===== src/rtl/normalizador_float.sv =====
// Normalises and rounds the 54-bit significand product of a float multiplier
// into an IEEE-754 single-precision result (round to nearest even, flush to zero).
module normalizador_float (
    input  logic        clock,
    input  logic        reset,
    input  logic        start,
    input  logic [53:0] produto,
    input  logic [9:0]  expoente,
    input  logic        sinal,
    output logic [31:0] resultado,
    output logic        done,
    output logic        busy,
    output logic        overflow,
    output logic        underflow
);

    // state | meaning
    // IDLE  | waiting for start; outputs hold, done low
    // NORM  | shift significand left until bit 53 is set
    // ROUND | round to nearest even, pack result, pulse done
    typedef enum logic [1:0] {IDLE, NORM, ROUND} state_t;

    state_t             state;
    logic [53:0]        sig;
    logic signed [10:0] exp_w;
    logic               sgn;
    logic               zero_flag;

    logic [22:0]        frac;
    logic               guard;
    logic               sticky;
    logic               round_up;
    logic [23:0]        frac_sum;
    logic signed [10:0] exp_rnd;

    always_comb begin
        frac     = sig[52:30];
        guard    = sig[29];
        sticky   = |sig[28:0];
        round_up = guard & (sticky | frac[0]);
        frac_sum = {1'b0, frac} + {23'b0, round_up};
        // a carry out of the fraction leaves it zero and bumps the exponent
        exp_rnd  = frac_sum[23] ? exp_w + 11'sd1 : exp_w;
    end

    always_ff @(posedge clock or negedge reset) begin
        if (!reset) begin
            state     <= IDLE;
            sig       <= '0;
            exp_w     <= '0;
            sgn       <= 1'b0;
            zero_flag <= 1'b0;
            resultado <= '0;
            done      <= 1'b0;
            busy      <= 1'b0;
            overflow  <= 1'b0;
            underflow <= 1'b0;
        end else begin
            case (state)
                IDLE: begin
                    done <= 1'b0;
                    if (start) begin
                        sig       <= produto;
                        exp_w     <= $signed({expoente[9], expoente}) + 11'sd1;
                        sgn       <= sinal;
                        zero_flag <= (produto == 54'd0);
                        busy      <= 1'b1;
                        state     <= (produto == 54'd0) ? ROUND : NORM;
                    end
                end
                NORM: begin
                    if (sig[53]) begin
                        state <= ROUND;
                    end else begin
                        sig   <= {sig[52:0], 1'b0};
                        exp_w <= exp_w - 11'sd1;
                    end
                end
                ROUND: begin
                    if (zero_flag) begin
                        resultado <= {sgn, 31'b0};
                        overflow  <= 1'b0;
                        underflow <= 1'b0;
                    end else if (exp_rnd >= 11'sd255) begin
                        resultado <= {sgn, 8'hFF, 23'b0};
                        overflow  <= 1'b1;
                        underflow <= 1'b0;
                    end else if (exp_rnd <= 11'sd0) begin
                        resultado <= {sgn, 31'b0};
                        overflow  <= 1'b0;
                        underflow <= 1'b1;
                    end else begin
                        resultado <= {sgn, exp_rnd[7:0], frac_sum[22:0]};
                        overflow  <= 1'b0;
                        underflow <= 1'b0;
                    end
                    done      <= 1'b1;
                    busy      <= 1'b0;
                    zero_flag <= 1'b0;
                    state     <= IDLE;
                end
                default: begin
                    state <= IDLE;
                    busy  <= 1'b0;
                    done  <= 1'b0;
                end
            endcase
        end
    end

endmodule

===== config.mk =====
export PLATFORM = sky130hd
export DESIGN_NAME = normalizador_float
export DESIGN_NICKNAME = d
export VERILOG_FILES = /design/src/rtl/normalizador_float.sv
export SDC_FILE = /design/constraint.sdc
export NUM_CORES = 1
export LEC_CHECK = 0
export ABC_AREA = 0
export BUFFER_PORTS_ARGS = -buffer_cell sky130_fd_sc_hd__buf_2
export CAP_MARGIN = 5
export CORE_MARGIN = 2
export CORE_UTILIZATION = 57
export CTS_CLUSTER_SIZE = 14
export DETAILED_ROUTE_END_ITERATION = 7
export PLACE_DENSITY_LB_ADDON = 0.15
export SLEW_MARGIN = 20
export SYNTH_ARGS = -nofsm -noshare
export SYNTH_HDL_FRONTEND = slang
export SYNTH_SLANG_ARGS = --single-unit

===== constraint.sdc =====
create_clock -name clock -period 3.2 [get_ports clock]
set_clock_uncertainty 0.05 [all_clocks]
set_input_delay 0.16 -clock clock [delete_from_list [all_inputs] [get_ports clock]]
set_output_delay 0.16 -clock clock [all_outputs]
set_load 0.01 [all_outputs]

==> flow_summary.json <==
{
  "final_layout_size_suffix_gt1_share_pct": 21.9,
  "synth_seq_cells": 105,
  "synth_warnings": 0,
  "cp_top_family": "simple AND/OR/NAND/NOR gates",
  "p_leak_nw": 3.30,
  "die_area_mm2": 0.0112,
  "synth_edf_count": 0,
  "power_density_mw_per_mm2": 861,
  "drt_wl_total_um": 16000,
  "avgSynthCellArea_um2": 9.12,
  "crit_cells": 8,
  "rr_startpoint": "exp_w[0]",
  "crit_slowest_cell": "dfrtp_1",
  "grt_pass1_vias": 5272,
  "netlist_area_mm2": 0.00588,
  "worstPathArrival_ns": 3.14,
  "whs_ns": 0.00697,
  "ir_drop_v": 0.000432,
  "clock_sinks": 105,
  "endpoint": "resultado[18]",
  "route.detailed.drc": 0,
  "relSlewSlack_pct": 41.3,
  "fin_util_pct": 70.8,
  "cts_made_buffers": 9,
  "grt_first_pass_wirelength_um": 26300,
  "cp-startpoint": "exp_w[0]",
  "timing.max_cap.violations": 0,
  "grt_max_degree": 71,
  "core_area_mm2": 0.0102,
  "cp_max_fo": 22,
  "ys.flop_type": "dfrtp_1",
  "layout_common_cells": "166 x nand2_1, 105 x dfrtp_1, 102 x buf_2",
  "routedWlPerCell_um": 17.4,
  "via_count": 5565,
  "syn2layout_area_growth_pct": 22.5,
  "tightest_slew_ns": 0.880,
  "fin_crit_ns": 2.95,
  "critPathBufInv": 1,
  "reg2reg_to": "resultado[18]",
  "reg2reg_depth": 8,
  "die_h_um": 106,
  "slew_viol_final": 0,
  "worstSetupPathType": "flip-flop to flip-flop",
  "end_kind": "flip-flop",
  "slowest_delay_ns": 0.53,
  "clock_path_buffers": 2,
  "yosysSeqAreaShare_pct": 44.7,
  "path_cells": "ha_1 > nand3_1 > or3_1 > nor3_1 > mux2_2 > o21ai_2 > buf_4 > o41ai_2",
  "rsz0062_at_grt": "no",
  "gp_congestion": 0.958,
  "worstSetupStartpointType": "flip-flop",
  "hp-class": "input port to flip-flop",
  "nets": 850,
  "htreeDepth": 3,
  "synth_nets": 717,
  "io_buffers": 103,
  "dp_hpwl_um": 10800,
  "drt_iter0_markers": 430,
  "drtPass1Iterations": 5,
  "synthArstFlopShare_pct": 100,
  "netlist_instances": 645,
  "grt_util_all_layers_pct": 29.3,
  "io_pins": 104,
  "globalRouteOverflowTotal": 0,
  "ys_types": 51,
  "clock_latency_ns": 0.38,
  "postCtsSetupBuffers": 0,
  "fin_crit_sh_pct": 92.1,
  "rows": 37,
  "fmax_mhz": 339,
  "hold_violations": 0,
  "ant_nets": 0,
  "clk_pin_slew_ns": 0.11,
  "antenna_found_initial": 0,
  "tns_ns": 0,
  "die_x_um": 106,
  "r2r_setup_slack_ns": 0.25,
  "crit_required_ns": 3.39,
  "final_common_cell": "nand2_1",
  "cts_root_buf": "clkbuf_8",
  "ctsResizeCount": 0,
  "status": "finished clean",
  "via_per_inst": 6.06,
  "finalSetupViolCount": 0,
  "antennaDiodeCount": 0,
  "cts_tree": "built",
  "initial_core_util_pct": 57.8
}
[Yosys cell counts (3+ instances only)]
library cell	n	share of area [%]
nand2b_1	6	0.64
o22a_1	3	0.45
or3_1	3	0.32
a22o_1	11	1.6
nor4_1	24	2.6
nor4_2	3	0.64
buf_6	5	0.96
a22oi_1	53	6.8
a21oi_1	13	1.1
inv_1	7	0.45
dfrtp_1	105	45
buf_2	6	0.51
o41ai_2	19	5.3
nor3_1	11	0.94
and3_1	4	0.43
nand2_1	166	11
ha_1	4	0.85
nor2_1	25	1.6
o21ai_0	24	2.0
o41ai_1	5	0.74
or2_2	5	0.53
xor2_1	19	2.8
nand3_1	23	2.0
nand4_1	12	1.3
xnor2_1	19	2.8
mux2_2	3	0.57
clkbuf_1	33	2.1
[logic make-up after synthesis]
group                    Yosys count  share of synthesized area [%]
AND/OR/NAND/NOR                  295                           23.4
AO/OA/AOI/OAI                    146                           20.6
flip-flops                       105                           44.7
buffers and inverters             53                           4.15
XOR/XNOR                          38                           5.66
multiplexers                       4                          0.744
adder cells (fa/ha/maj)            4                          0.851
[sequential cells by signal (all words and copies together), names as in the netlist]
| name | flops |
|---|---|
| sig | 54 |
| resultado | 32 |
| exp_w | 11 |
| state | 2 |
| busy | 1 |
| done | 1 |
| overflow | 1 |
| sgn | 1 |
| underflow | 1 |
| zero_flag | 1 |
[worst reg2reg max path: cells and delay by family (launching register included)]
kind            cells  cell delay, ns
compound gates      2            0.22
fa+ha+maj           1            0.34
buf+inv             1            0.34
flops               1            0.53
mux                 1            0.47
simple gates        3            0.87
[timing repair]
| action | CTS | global route |
|---|---|---|
| setup endpoints to repair | 0 | 0 |
| hold buffers | 52 | 0 |
| hold endpoints to repair | 118 | 0 |
[where the power goes]
group          total (mW)  internal, mW  leakage, nW  switching [mW]
clock network       0.865         0.386       0.0965           0.479
logic                2.70          1.11         1.88            1.59
registers            2.64          1.93         1.32           0.707
total                6.21          3.43         3.30            2.78
[stage by stage]
| step | area (um^2) | std cells | setup WS (ns) | power (mW) |
|---|---|---|---|---|
| after CTS | 7210 | 918 | 0.299 | 6.16 |
| after global routing | 7210 | 918 | 0.0286 | 6.64 |
| after floorplan | 5880 | 645 | 0.627 | 4.40 |
| after global placement | 6490 | 851 | 0.477 | 5.14 |
| after detailed placement | 6490 | 851 | 0.358 | 5.26 |
| final | 7210 | 918 | 0.252 | 6.21 |
[area by class of cell]
cell class | instances | area, um^2
tap | 136 | 170
multi-input combinational | 487 | 3040
clock inverter | 5 | 65.1
timing repair buffer | 168 | 1150
fill | 781 | 2970
clock buffer | 10 | 138
sequential | 105 | 2630
inverter | 7 | 26.3
[per-layer routing]
metal	vias up	track usage (%)	wire, um
li1	2598	-	-
met1	2680	40.3	6860
met2	243	47.2	7580
met3	44	3.59	994
met4	0	12.6	546
met5	-	0	0
[worst min path at each step]
stage | end | cells past startpoint | slack (ns) | start
floorplan | busy | 0 | -0.19 | reset
global placement | resultado[29] | 1 | 0.28 | reset
detailed placement | resultado[28] | 1 | 0.28 | reset
CTS | sig[45] | 3 | 0.00008 | produto[45]
global route | sig[38] | 3 | 0.008 | produto[38]
finish | sig[38] | 3 | 0.007 | produto[38]
Note: power is estimated with default switching activity, not from simulation.
